<file path="config.mk">
export PLATFORM = sky130hd
export DESIGN_NAME = ppu_write_scheduler
export DESIGN_NICKNAME = d
export VERILOG_FILES = /design/src/rtl/ppu_pkg.sv /design/src/rtl/sync_fifo.sv /design/src/rtl/ppu_write_scheduler.sv
export SDC_FILE = /design/constraint.sdc
export NUM_CORES = 1
export LEC_CHECK = 0
export CELL_PAD_IN_SITES_DETAIL_PLACEMENT = 2
export CELL_PAD_IN_SITES_GLOBAL_PLACEMENT = 2
export CORE_ASPECT_RATIO = 0.8
export CORE_UTILIZATION = 45
export CTS_CLUSTER_SIZE = 8
export DETAILED_ROUTE_END_ITERATION = 7
export GPL_ROUTABILITY_DRIVEN = 0
export PLACE_DENSITY_LB_ADDON = 0.1
export SYNTH_ARGS = -nofsm -noshare
export SYNTH_HDL_FRONTEND = slang
export SYNTH_HIERARCHICAL = 1
export SYNTH_SLANG_ARGS = --single-unit
</file>
<file path="constraint.sdc">
create_clock -name clk -period 6.5 [get_ports clk]
set_input_delay 1.3 -clock clk [delete_from_list [all_inputs] [get_ports clk]]
set_output_delay 1.3 -clock clk [all_outputs]
set_load 0.02 [all_outputs]
</file>
<file path="src/rtl/ppu_pkg.sv">
// Shared types and constants for the PPU host-write scheduler.
package ppu_pkg;

   // Table targeted by a host write, decoded from address[9:8].
   typedef enum logic [1:0] {
      ATTR    = 2'b00,
      SPRITE  = 2'b01,
      COLOR   = 2'b10,
      INVALID = 2'b11
   } tbl_sel_e;

   typedef enum logic [1:0] {
      IDLE    = 2'b00,
      PENDING = 2'b01,
      DRAIN   = 2'b10
   } sched_state_e;

   // Table updates are allowed from line 480 through 523. Line 524 stays
   // closed so the line-0 sprite fetch never sees a half-written table.
   localparam logic [9:0] VBLANK_FIRST = 10'd480;
   localparam logic [9:0] VBLANK_LAST  = 10'd523;
   localparam logic [9:0] VTOTAL       = 10'd525;

   // Queued entry header; the DATA_W-wide data word is appended below it
   // by the scheduler because the data width is a module parameter.
   typedef struct packed {
      tbl_sel_e   sel;
      logic [7:0] addr;
   } ppu_entry_t;

   // One-hot table write enable: bit0 attribute, bit1 sprite, bit2 color.
   function automatic logic [2:0] sel_to_we(input tbl_sel_e sel);
      case (sel)
         ATTR:    return 3'b001;
         SPRITE:  return 3'b010;
         COLOR:   return 3'b100;
         default: return 3'b000;
      endcase
   endfunction

endpackage

</file>
<file path="src/rtl/sync_fifo.sv">
// Synchronous FIFO, power-of-two depth. Occupancy, full and empty come
// straight from flops; read data is the storage word at the read pointer.
module sync_fifo #(
   parameter int WIDTH = 8,
   parameter int DEPTH = 8
) (
   input  logic                       clk,
   input  logic                       reset,
   input  logic                       push,
   input  logic [WIDTH-1:0]           wr_data,
   input  logic                       pop,
   output logic [WIDTH-1:0]           rd_data,
   output logic                       full,
   output logic                       empty,
   output logic [$clog2(DEPTH):0]     count
);

   localparam int PTR_W = $clog2(DEPTH);
   localparam int CNT_W = PTR_W + 1;

   logic [WIDTH-1:0] mem_q [DEPTH];
   logic [PTR_W-1:0] wr_ptr_q, wr_ptr_d, rd_ptr_q, rd_ptr_d;
   logic [CNT_W-1:0] count_q, count_d;
   logic             full_q, full_d, empty_q, empty_d;
   logic             push_ok, pop_ok;

   // Pointer and occupancy update; pointers wrap naturally modulo DEPTH.
   always_comb begin
      // NOTE: every always_comb output gets a default first so no path can infer a latch.
      push_ok  = push && !full_q;
      pop_ok   = pop && !empty_q;
      wr_ptr_d = wr_ptr_q;
      rd_ptr_d = rd_ptr_q;
      count_d  = count_q;
      if (push_ok) wr_ptr_d = wr_ptr_q + PTR_W'(1);
      if (pop_ok)  rd_ptr_d = rd_ptr_q + PTR_W'(1);
      case ({push_ok, pop_ok})
         2'b10:   count_d = count_q + CNT_W'(1);
         2'b01:   count_d = count_q - CNT_W'(1);
         default: count_d = count_q;
      endcase
      full_d  = (count_d == CNT_W'(DEPTH));
      empty_d = (count_d == '0);
   end

   // Control flops, cleared asynchronously.
   always_ff @(posedge clk or posedge reset) begin
      if (reset) begin
         // NOTE: sequential state uses non-blocking assignments so every flop samples pre-edge values.
         wr_ptr_q <= '0;
         rd_ptr_q <= '0;
         count_q  <= '0;
         full_q   <= 1'b0;
         empty_q  <= 1'b1;
      end else begin
         wr_ptr_q <= wr_ptr_d;
         rd_ptr_q <= rd_ptr_d;
         count_q  <= count_d;
         full_q   <= full_d;
         empty_q  <= empty_d;
      end
   end

   // Storage array.
   always_ff @(posedge clk) begin
      // NOTE: the array is deliberately not reset; pointers and count define validity.
      if (push_ok) mem_q[wr_ptr_q] <= wr_data;
   end

   assign rd_data = mem_q[rd_ptr_q];
   assign full    = full_q;
   assign empty   = empty_q;
   assign count   = count_q;

endmodule

</file>
<file path="src/rtl/ppu_write_scheduler.sv">
// PPU host-write scheduler: queues host table writes and commits them to the
// attribute/sprite/color tables only inside the vertical-blank window.
// Build option: define PPU_VBLANK_GATE_EN to gate draining to lines 480..523;
// left undefined, the window is always open and writes drain immediately.
module ppu_write_scheduler
   import ppu_pkg::*;
#(
   parameter int FIFO_DEPTH = 8,
   parameter int DATA_W     = 32
) (
   input  logic                          clk,
   input  logic                          reset,
   input  logic                          chipselect,
   input  logic                          write,
   input  logic [15:0]                   address,
   input  logic [DATA_W-1:0]             writedata,
   output logic                          waitrequest,
   input  logic [10:0]                   hcount,
   input  logic [9:0]                    vcount,
   output logic [2:0]                    mem_we,
   output logic [7:0]                    mem_addr,
   output logic [DATA_W-1:0]             mem_data,
   output logic [$clog2(FIFO_DEPTH):0]   fifo_count,
   output logic                          flush_done
);

   localparam int CNT_W   = $clog2(FIFO_DEPTH) + 1;
   localparam int ENTRY_W = $bits(ppu_entry_t) + DATA_W;

   sched_state_e      state_q, state_d;
   logic [2:0]        mem_we_q, mem_we_d;
   logic [7:0]        mem_addr_q, mem_addr_d;
   logic [DATA_W-1:0] mem_data_q, mem_data_d;
   logic              flush_done_q, flush_done_d;

   tbl_sel_e          wr_sel;
   ppu_entry_t        wr_hdr, rd_hdr;
   logic [DATA_W-1:0] rd_word;
   logic [ENTRY_W-1:0] fifo_rd_data;
   logic              fifo_full, fifo_empty;
   logic              push, pop, window_open;
   logic              unused_inputs;

   assign wr_sel      = tbl_sel_e'(address[9:8]);
   assign wr_hdr      = '{sel: wr_sel, addr: address[7:0]};
   // No bypass: a pop in the same cycle does not lift the stall.
   assign waitrequest = chipselect && write && fifo_full;
   // Invalid-table writes are accepted but never queued.
   assign push        = chipselect && write && !waitrequest && (wr_sel != INVALID);
   assign {rd_hdr, rd_word} = fifo_rd_data;
   assign unused_inputs = ^{hcount, vcount, address[15:10]};

`ifdef PPU_VBLANK_GATE_EN
   assign window_open = (vcount >= VBLANK_FIRST) && (vcount <= VBLANK_LAST);
`else
   assign window_open = 1'b1;
`endif

   sync_fifo #(
      .WIDTH (ENTRY_W),
      .DEPTH (FIFO_DEPTH)
   ) u_fifo (
      .clk     (clk),
      .reset   (reset),
      .push    (push),
      .wr_data ({wr_hdr, writedata}),
      .pop     (pop),
      .rd_data (fifo_rd_data),
      .full    (fifo_full),
      .empty   (fifo_empty),
      .count   (fifo_count)
   );

   // Scheduler FSM; the PENDING->DRAIN move pops in the same cycle to keep
   // accept-to-commit latency at two cycles.
   always_comb begin
      state_d = state_q;
      pop     = 1'b0;
      case (state_q)
         IDLE: begin
            if (!fifo_empty) state_d = PENDING;
         end
         PENDING: begin
            if (fifo_empty) begin
               state_d = IDLE;
            end else if (window_open) begin
               pop     = 1'b1;
               state_d = DRAIN;
            end
         end
         DRAIN: begin
            if (!window_open) begin
               state_d = fifo_empty ? IDLE : PENDING;
            end else if (!fifo_empty) begin
               pop = 1'b1;
               if (fifo_count == CNT_W'(1) && !push) state_d = IDLE;
            end else if (!push) begin
               state_d = IDLE;
            end
         end
         default: state_d = IDLE;
      endcase
   end

   // Table-port outputs: pulse the enable per popped entry, hold addr/data.
   always_comb begin
      mem_we_d     = 3'b000;
      mem_addr_d   = mem_addr_q;
      mem_data_d   = mem_data_q;
      flush_done_d = 1'b0;
      if (pop) begin
         mem_we_d     = sel_to_we(rd_hdr.sel);
         mem_addr_d   = rd_hdr.addr;
         mem_data_d   = rd_word;
         flush_done_d = (fifo_count == CNT_W'(1)) && !push;
      end
   end

   // State and output registers, cleared asynchronously.
   always_ff @(posedge clk or posedge reset) begin
      if (reset) begin
         state_q      <= IDLE;
         mem_we_q     <= 3'b000;
         mem_addr_q   <= '0;
         mem_data_q   <= '0;
         flush_done_q <= 1'b0;
      end else begin
         state_q      <= state_d;
         mem_we_q     <= mem_we_d;
         mem_addr_q   <= mem_addr_d;
         mem_data_q   <= mem_data_d;
         flush_done_q <= flush_done_d;
      end
   end

   assign mem_we     = mem_we_q;
   assign mem_addr   = mem_addr_q;
   assign mem_data   = mem_data_q;
   assign flush_done = flush_done_q;

endmodule

</file>
==> qor.csv, run 1 <==
stage;metric;value;unit
floorplan;core area;32900;um2
hold_path;worst min-delay path category;reg -> reg;
critical_path;Max stage delay on crit path;0.92;ns
critical_path;delay-heaviest family, CP;simple AND/OR/NAND/NOR gates;
timing;Rel. slew slack;26.7;%
floorplan;Die Area;34500;um2
floorplan;Initial Utilization;46.3;%
timing;skew final;0.0133;ns
timing;max frequency;244;MHz
job;Max-Cap Viols;0;
timing;setup TNS;0;ns
timing;final period utilization;62.9;%
clocking;CTS Root Cell;clkbuf_16;
clocking;clk buf depth;3;
critical_path;CP Class;in -> reg;
placement;dpl cells;1269;
timing;Hold Fails Final Rpt;0;
timing;Worst Hold Slack;0.486;ns
timing;min Tclk post-route;4.09;ns
placement;Post-DP HPWL;21800;um
critical_path;CP Launch Type;input port;
synth;synth warn;6;
global_route;Overall Global Routing Usage;23.1;%
global_route;vias in the first global route;9073;
placement;I/O Buffers;94;
floorplan;# rows;59;
finish;Syn-to-layout area delta;20.2;%
critical_path;ordered cell list for the critical path;clkdlybuf4s50_1 -> nand2_1 -> and4b_1 -> nor2b_4 -> nand2_1 -> nor2_4 -> buf_4;
critical_path;CP Capture Type;register;
timing;worst slew pin tran;1.10;ns
synth;Mapped Avg Cell Area;19.8;um2
clocking;H-tree lvl count;2;
synth;ys async rst share;14.7;%
global_route;number of antenna violations at the first check in global routing;1;
route;post-route ant nets;0;
synth;library cells used by synthesis;43;
finish;post-layout util;55.6;%
route;DRT iter0 DRCs;451;
clocking;post-cts sizing count;0;
synth;Post-synth EDFFs;336;
floorplan;die height;166;um
critical_path;Critical Path RT;6.72;ns
route;wire length after detailed routing;38100;um
route;drt via density;5.58;
timing;RSZ-0062 raised after global routing;no;
clocking;Setup Fix Bufs, Post-CTS;0;
clocking;TritonCTS clock tree;yes;
clocking;Worst-path clk slew;0.05;ns
global_route;global-route wire length before repair;58500;um
finish;Final Cell Area;18300;um2
synth;Post-Syn Area;15200;um2
finish;Post-Layout Cell Count;1373;
route;via count;7666;
global_route;largest net degree at the start of global routing;64;
floorplan;Die Width;208;um
finish;# nets final;980;
synth;Most used DFF post-synth;edfxtp_1;
route;First-pass DRT Iterations;6;
synth;syn nets;848;
synth;Mapped Cells;767;
floorplan;# IOs;122;
route;DR DRC count;0;
run_status;outcome;completed;
timing;Final setup viols;0;
synth;flops & latches, synth;394;
finish;fraction of layout cells with a size suffix above 1;24.0;%
clocking;CTS Buf Count;55;
critical_path;CP Data Arrival Time;4.32;ns
clocking;clock latency on the worst-skew pair;0.57;ns
pwr;total power divided by cell area;470;nW/um2
placement;Post-DP Area;16700;um2
critical_path;worst-path fanout max;23;
synth;sequential share of the synthesized area;75.9;%
critical_path;Critical-path top delay cell;nor2_4;
pwr;static leakage;6.25;nW
clocking;Sink Count;394;
timing;Slew Viols, Final;0;
route;wire per inst;27.7;um
pwr;VDD IR max;0.261;mV
global_route;gr ovfl total;0;
critical_path;CP most frequent cell;nand2_1;
critical_path;crit path buf inv count;2;
clocking;hold-fix buffers at CTS;0;
-- power by group --
group	switching (W)	total, W	internal [W]
Sequential	0.000281	0.00334	0.00306
Combinational	0.00140	0.00259	0.00119
Clock	0.00105	0.00266	0.00161
Total	0.00273	0.00859	0.00586
-- final timing paths --
path	end	slack [ns]	cells after the start	start
hold / removal	mem_data[8]	0.49	2	mem_data[8]
max in group asynchronous	mem_data[17]	4.68	3	reset
setup / recovery	u_fifo/mem_q[3][13]	2.41	7	address[8]
min in group asynchronous	u_fifo/count[2]	1.12	2	reset
setup reg to reg	u_fifo/full	2.98	14	state_q[0]
hold reg to reg	mem_data[8]	0.49	2	mem_data[8]
-- kinds of logic after synthesis --
| group | share of synthesized area (%) |
|---|---|
| XOR/XNOR | 0.403 |
| adder cells (fa/ha/maj) | 0.658 |
| AO/OA/AOI/OAI | 0.774 |
| buffers and inverters | 1.56 |
| flip-flops | 75.9 |
| multiplexers | 15.6 |
| AND/OR/NAND/NOR | 5.08 |
-- Yosys cell counts (all sizes together) (2+ instances only) --
| master | instances | area [um2] |
|---|---|---|
| nor3 | 3 | 15.0 |
| nand2 | 139 | 522 |
| o32a | 2 | 22.5 |
| edfxtp | 336 | 10100 |
| nor2b | 2 | 22.5 |
| inv | 9 | 36.3 |
| dfrtp | 57 | 1430 |
| xnor2 | 6 | 52.6 |
| mux2 | 43 | 484 |
| and4b | 3 | 30.0 |
| mux4 | 84 | 1890 |
| nand3b | 2 | 15.0 |
| nand3 | 2 | 10.0 |
| clkbuf | 13 | 48.8 |
| ha | 8 | 100 |
| nor3b | 4 | 30.0 |
| buf | 22 | 151 |
| nand2b | 5 | 38.8 |
| nor2 | 9 | 33.8 |
| o21ai | 2 | 10.0 |
-- layer usage --
| metal | share of wire, % | track usage [%] | up-vias |
|---|---|---|---|
| met3 | 3.4 | 3.64 | 53 |
| met5 | 0 | 0 | - |
| met1 | 42 | 29.8 | 4158 |
| met2 | 53 | 40.7 | 170 |
| met4 | 1.9 | 6.65 | 0 |
| li1 | - | - | 3285 |
-- stage by stage --
stage	total power (W)	setup WS, ns
after floorplan	0.00509	0.973
after CTS	0.00873	2.41
final	0.00859	2.41
after detailed placement	0.00601	1.82
after global routing	0.00903	2.26
after global placement	0.00582	1.98
-- sequential cells by signal (all words and copies together) (netlist names) --
name / count
u_fifo/rd_ptr_q: 3
u_fifo/mem_q: 336
mem_data: 32
flush_done: 1
mem_addr: 8
u_fifo/count: 4
u_fifo/empty: 1
state_q: 2
u_fifo/wr_ptr_q: 3
mem_we: 3
u_fifo/full: 1
-- worst min-delay path, stage by stage (launching register included) --
cell and delay [ns]:
dfrtp_1 0.35, nand2_1 0.05, nand2_1 0.05
-- cell usage in the layout (no fill, tap or decap), drive strengths merged, types with 2 or more instances in the layout --
cell type | netlist | layout
edfxtp | 336 | 336
nand2 | 139 | 139
clkbuf | 13 | 100
clkdlybuf4s50 | 0 | 94
mux4 | 84 | 84
dfrtp | 57 | 57
mux2 | 43 | 43
buf | 22 | 16
inv | 9 | 10
nor2 | 9 | 9
ha | 8 | 8
xnor2 | 6 | 6
nand2b | 5 | 5
nor3b | 4 | 4
and4b | 3 | 3
nor3 | 3 | 3
nand3 | 2 | 2
o32a | 2 | 2
o21ai | 2 | 2
nand3b | 2 | 2
clkinv | 0 | 2
nor2b | 2 | 2
-- cell type report --
type | instances | area (um2)
Fill cell | 2766 | 14600
Tap cell | 427 | 534
Antenna cell | 1 | 2.50
Sequential cell | 394 | 11600
Inverter | 9 | 36.3
Multi-Input combinational cell | 329 | 3480
Clock inverter | 3 | 33.8
Clock buffer | 100 | 1570
Timing Repair Buffer | 110 | 1060
Note: power is estimated with default switching activity, not from simulation.
==> inputs of run 2 (changes only) <==
Settings changed: CORE_UTILIZATION 45 to 40.
Clock period 6.5 ns to 3.3 ns, I/O delays scaled along.
==> run 2 against run 1 <==
Effect of this change: the flow now finishes with violations (design-rule violations); flip-flop and latch count is the same; clock power grew 95%; clock-buffer cell count shrank 1; wire length shrank 1.8%; first-iteration DRC count shrank 12%; final area grew 2.3%; critical path depth grew 7; sequential share of layout area shrank 1.4 points; critical path type is now reg -> reg; critical endpoint is now u_fifo/empty.
==> qor.csv, run 2 (synthesis gave the netlist of run 1 again) <==
stage;metric;value;unit;change
timing;Hold Fails Final Rpt;0;;unchanged
critical_path;Critical-path top delay cell;a2111o_1;;
route;wire per inst;25.8;um;-7.0%
critical_path;Max stage delay on crit path;0.42;ns;-0.50 ns
finish;max reg flops;336;;unchanged
route;First-pass DRT Iterations;8;;+2
clocking;clock latency on the worst-skew pair;0.57;ns;about the same
finish;Post-Layout Cell Count;1450;;+5.6%
timing;skew final;0.0188;ns;+0.00554 ns
critical_path;FF-to-FF Start;state_q[0];;
critical_path;worst setup path startpoint;state_q[0];;
placement;I/O Buffers;94;;unchanged
clocking;hold-fix buffers at CTS;0;;unchanged
critical_path;delay-heaviest family, CP;simple AND/OR/NAND/NOR gates;;
pwr;switching portion of total power;31.5;%;-0.26 points
timing;worst slew pin tran;0.784;ns;-0.312 ns
placement;dpl cells;1348;;+6.2%
finish;most frequent cells in the layout;edfxtp_1, nand2_1, clkdlybuf4s50_1, mux4_2, clkbuf_16;;
floorplan;core area;37300;um2;+13%
pwr;clock power share;30.5;%;-0.4 points
critical_path;Critical Path RT;3.80;ns;-2.92 ns
global_route;gr ovfl total;0;;unchanged
run_status;outcome;finished, violations left;;
global_route;vias in the first global route;8883;;-2.1%
critical_path;CP Depth;14;;+7
finish;# nets final;999;;+1.9%
global_route;global-route wire length before repair;56600;um;-3.1%
timing;Final setup viols;0;;unchanged
critical_path;worst-path fanout max;7;;-70%
route;drt via density;5.27;;-5.6%
route;DR DRC count;8;;+8
timing;min Tclk post-route;2.93;ns;
timing;Rel. slew slack;47.7;%;+21 points
hold_path;worst min-delay path category;reg -> reg;;
pwr;total power divided by cell area;909;nW/um2;+93%
critical_path;RR Endpoint;u_fifo/empty;;
clocking;Sink Count;394;;unchanged
route;post-route ant nets;0;;unchanged
clocking;CTS Root Cell;clkbuf_16;;
finish;post-layout util;50.1;%;-5.5 points
timing;final period utilization;88.9;%;
finish;Final Cell Area;18700;um2;+2.3%
pwr;internal power;0.0116;W;+99%
run_status;violations in the final reports;design-rule violations;;
critical_path;CP Launch Type;register;;
timing;Final WS setup;0.367;ns;-2.04 ns
floorplan;Die Width;220;um;+6.0%
critical_path;Reg2Reg Setup Slack;0.37;ns;-2.61 ns
floorplan;# rows;63;;+6.8%
critical_path;CP Class;reg -> reg;;
placement;Setup WS pre-CTS;0.0148;ns;-1.81 ns
route;wire length after detailed routing;37400;um;-1.8%
pwr;Logic pwr share;30.6;%;+0.4 points
timing;RSZ-0062 raised after global routing;no;;
finish;Syn-to-layout area delta;22.9;%;
finish;antenna cells;0;;-1
pwr;Seq pwr share;38.9;%;about the same
global_route;largest net degree at the start of global routing;45;;-30%
global_route;number of antenna violations at the first check in global routing;2;;+1
finish;most common cell after layout, fill and taps aside;edfxtp_1;;
critical_path;crit path to;u_fifo/empty;;
placement;Post-DP HPWL;21000;um;-3.9%
hold_path;Worst Hold Depth;2;;unchanged
clocking;CTS Buf Count;55;;unchanged
clocking;TritonCTS clock tree;yes;;
floorplan;# IOs;122;;unchanged
critical_path;ordered cell list for the critical path;inv_1 -> ha_1 -> nand2b_2 -> inv_4 -> nand2b_4 -> inv_1 -> nand2_1 -> xnor2_1 -> ha_1 -> a21oi_1 -> or3_4 -> a2111o_1 -> a31o_1 -> nor2_1;;
finish;Top reg by flops;u_fifo/mem_q;;
critical_path;crit path buf inv count;3;;+1
floorplan;die height;176;um;+6.0%
clocking;Worst-path clk slew;0.06;ns;about the same
hold_path;hold path start;mem_data[19];;
clocking;H-tree lvl count;2;;unchanged
pwr;VDD IR max;0.421;mV;+62%
finish;fraction of layout cells with a size suffix above 1;25.4;%;+1.4 points
route;DRT iter0 DRCs;398;;-12%
timing;max frequency;341;MHz;
job;Max-Cap Viols;0;;unchanged
route;via count;7642;;-0.31%
pwr;Switching Power;0.00536;W;+96%
critical_path;CP Capture Type;register;;
timing;Slew Viols, Final;0;;unchanged
global_route;Overall Global Routing Usage;20.3;%;-2.8 points
clocking;Setup Fix Bufs, Post-CTS;0;;unchanged
critical_path;worst-case reg-to-reg path depth;14;;unchanged
floorplan;Initial Utilization;40.8;%;-5.5 points
pwr;static leakage;6.39;nW;+2.2%
critical_path;CP Data Arrival Time;3.43;ns;-0.89 ns
floorplan;Die Area;38800;um2;+12%
clocking;clk buf depth;3;;unchanged
clocking;post-cts sizing count;0;;unchanged
placement;Post-DP Area;17100;um2;+2.7%
==> run 2: cell types whose count changed in the layout (fill, tap and decap cells not counted), sizes merged <==
| cell | before | now |
|---|---|---|
| clkbuf | 100 | 99 |
| buf | 16 | 35 |
| clkinv | 2 | 1 |
| inv | 10 | 11 |
| diode | 1 | 0 |
==> run 2: metrics by stage <==
step           hold WS (ns)  setup TNS (ns)  total power [W]
6_report              0.475               0           0.0170
2_1_floorplan         0.488         -108.62           0.0100
3_5_place_dp          0.472               0           0.0120
3_3_place_gp          0.457               0           0.0118
5_1_grt               0.504               0           0.0179
4_1_cts               0.483               0           0.0173
==> run 2: worst min path at each step <==
stage	end	slack (ns)
after CTS	mem_data[8]	0.48
after global routing	mem_data[5]	0.50
after detailed placement	mem_data[12]	0.47
final	mem_data[19]	0.48
after floorplan	u_fifo/wr_ptr_q[0]	0.49
after global placement	mem_data[2]	0.46
==> run 2: routing by layer <==
| layer | part of all wire [%] | vias up | track usage [%] |
|---|---|---|---|
| li1 | - | 3326 | - |
| met4 | 1.7 | 4 | 5.43 |
| met5 | 0.059 | - | 0 |
| met2 | 52 | 143 | 34.8 |
| met3 | 3.6 | 51 | 3.74 |
| met1 | 43 | 4118 | 26.4 |
==> run 2: layout make-up <==
type,count,area (um2)
inverter,9,36.3
multi-input combinational,329,3500
sequential,394,11600
fill,3267,18600
tap,487,609
clock buffer,99,1540
clock inverter,3,37.5
timing repair buffer,129,1420
==> run 2: worst reg2reg max path: cells and delay by family (launching register included) <==
| kind | cells | cell delay, ns |
|---|---|---|
| adders and majority gates | 2 | 0.48 |
| buffers and inverters | 3 | 0.35 |
| AOI/OAI and AO/OA | 3 | 0.71 |
| xor gates and xnor gates | 1 | 0.17 |
| and+or+nand+nor | 5 | 0.76 |
| DFF | 1 | 0.40 |
==> run 2: power groups by stage <==
stage | Clock [W] | Combinational [W] | Sequential, W
4_1_cts | 0.00535 | 0.00535 | 0.00663
2_1_floorplan | 0 | 0.00333 | 0.00670
6_report | 0.00519 | 0.00519 | 0.00661
3_3_place_gp | 0 | 0.00509 | 0.00666
5_1_grt | 0.00552 | 0.00568 | 0.00670
3_5_place_dp | 0 | 0.00527 | 0.00672
==> inputs of run 3 (changes only) <==
Settings changed: MAX_ROUTING_LAYER set to met4.
==> run 3 against run 2 <==
Effect of this change: the flow still finishes with violations (design-rule violations); sequential share of layout area barely moved; non-clock buffer count did not move; sequential power barely moved; final cell count rose by 0.14%; combinational power barely moved; fmax fell by 0.17%; die area did not move; via count fell by 0.39%; global-route usage rose by 0.62 points; clock-buffer cell count did not move; critical endpoint unchanged.
==> qor.csv, run 3 (synthesis gave the netlist of run 1 again) <==
stage;metric;value;unit;change
global_route;gr ovfl total;0;;unchanged
timing;skew final;0.0178;ns;-0.00103 ns
job;Max-Cap Viols;0;;unchanged
timing;Hold Fails Final Rpt;0;;unchanged
finish;Top reg by flops;u_fifo/mem_q;;
clocking;H-tree lvl count;2;;unchanged
timing;RSZ-0062 raised after global routing;no;;
timing;worst slew pin tran;0.802;ns;+0.0181 ns
global_route;number of antenna violations at the first check in global routing;2;;unchanged
global_route;largest net degree at the start of global routing;45;;unchanged
route;DR DRC count;8;;unchanged
floorplan;core area;37300;um2;unchanged
critical_path;CP Class;reg -> reg;;
finish;post-layout util;50.1;%;about the same
route;post-route ant nets;0;;unchanged
route;via count;7612;;-0.39%
global_route;vias in the first global route;8878;;-0.056%
clocking;clk buf depth;3;;unchanged
critical_path;worst-case reg-to-reg path depth;14;;unchanged
timing;min Tclk post-route;2.94;ns;+0.00512 ns
critical_path;CP Data Arrival Time;3.44;ns;about the same
finish;filler cell count;3265;;-0.061%
hold_path;worst min-delay path category;reg -> reg;;
hold_path;Worst Hold Depth;2;;unchanged
floorplan;Die Width;220;um;unchanged
pwr;total power divided by cell area;909;nW/um2;about the same
clocking;CTS Buf Count;55;;unchanged
floorplan;# IOs;122;;unchanged
global_route;global-route wire length before repair;56600;um;about the same
clocking;hold-fix buffers at CTS;0;;unchanged
finish;# nets final;999;;unchanged
finish;max reg flops;336;;unchanged
route;DRT iter0 DRCs;389;;-2.3%
critical_path;Critical Path RT;3.80;ns;about the same
finish;most frequent cells in the layout;edfxtp_1, nand2_1, clkdlybuf4s50_1, mux4_2, clkbuf_16;;
global_route;Overall Global Routing Usage;20.9;%;+0.62 points
finish;Syn-to-layout area delta;22.9;%;about the same
floorplan;# rows;63;;unchanged
timing;Worst Hold Slack;0.475;ns;+0.00000200 ns
clocking;clock latency on the worst-skew pair;0.57;ns;about the same
floorplan;Initial Utilization;40.8;%;unchanged
placement;Post-DP HPWL;21000;um;unchanged
clocking;Sink Count;394;;unchanged
clocking;post-cts sizing count;0;;unchanged
timing;max frequency;340;MHz;-0.17%
floorplan;Die Area;38800;um2;unchanged
clocking;CTS Root Cell;clkbuf_16;;
clocking;TritonCTS clock tree;yes;;
route;wire per inst;25.8;um;about the same
clocking;Worst-path clk slew;0.05;ns;about the same
run_status;outcome;finished, violations left;;
route;wire length after detailed routing;37400;um;about the same
floorplan;die height;176;um;unchanged
critical_path;worst-path fanout max;7;;unchanged
finish;most common cell after layout, fill and taps aside;edfxtp_1;;
timing;Slew Viols, Final;0;;unchanged
route;First-pass DRT Iterations;6;;-2
finish;fraction of layout cells with a size suffix above 1;25.4;%;unchanged
critical_path;CP Launch Type;register;;
route;drt via density;5.24;;-0.53%
timing;final period utilization;89.0;%;+0.16 points
critical_path;CP Capture Type;register;;
timing;Final setup viols;0;;unchanged
pwr;static leakage;6.39;nW;about the same
timing;Rel. slew slack;46.5;%;-1.2 points
placement;I/O Buffers;94;;unchanged
clocking;Setup Fix Bufs, Post-CTS;0;;unchanged
run_status;violations in the final reports;design-rule violations;;
pwr;VDD IR max;0.417;mV;-1.0%
## run 3: changes by cell type in the layout (fill, tap and decap cells not counted), sizes merged
cell,change
diode,+2
## run 3: layout make-up
cell class | count | area, um2 | area share, %
Multi-Input combinational cell | 329 | 3500 | 18.7
Inverter | 9 | 36.3 | 0.194
Antenna cell | 2 | 5.00 | 0.0268
Sequential cell | 394 | 11600 | 61.8
Clock buffer | 99 | 1540 | 8.25
Tap cell | 487 | 609 | 3.26
Timing Repair Buffer | 129 | 1420 | 7.58
Clock inverter | 3 | 37.5 | 0.201
## run 3: worst paths after layout
check | slack (ns) | endpoint | from
hold reg to reg | 0.48 | mem_data[19] | mem_data[19]
hold / removal | 0.48 | mem_data[19] | mem_data[19]
setup / recovery | 0.36 | u_fifo/empty | state_q[0]
min in group asynchronous | 0.49 | u_fifo/rd_ptr_q[0] | reset
setup reg to reg | 0.36 | u_fifo/empty | state_q[0]
max in group asynchronous | 2.13 | mem_data[22] | reset
## run 3: through the flow
stage / total power [W] / worst slack (ns) / cells / setup TNS, ns / instance area [um2]
after floorplan: 0.0100 / -0.458 / 767 / -108.62 / 15200
after global placement: 0.0118 / 0.110 / 1348 / 0 / 17100
after detailed placement: 0.0120 / 0.0148 / 1348 / 0 / 17100
after CTS: 0.0173 / 0.371 / 1450 / 0 / 18700
after global routing: 0.0179 / 0.197 / 1452 / 0 / 18700
final: 0.0170 / 0.362 / 1452 / 0 / 18700
## run 3: worst max-delay path, stage by stage (launching register included)
cell and delay (ns):
dfrtp_1 0.40, inv_1 0.13, ha_1 0.31, nand2b_2 0.09, inv_4 0.08, nand2b_4 0.09
inv_1 0.15, nand2_1 0.10, xnor2_1 0.17, ha_1 0.17, a21oi_1 0.06, or3_4 0.35
a2111o_1 0.42, a31o_1 0.24, nor2_1 0.13
## run 3: metal layers
layer,global-route usage [%],vias to the layer above,routed length [um]
li1,-,3330,-
met1,26.5,4077,16000
met2,34.8,155,19400
met3,3.69,50,1420
met4,5.43,0,656
met5,-,-,0
## run 3: report_power, final
group	internal [W]	switching (W)
Clock	0.00312	0.00207
Sequential	0.00602	0.000591
Combinational	0.00249	0.00271
Total	0.0116	0.00537
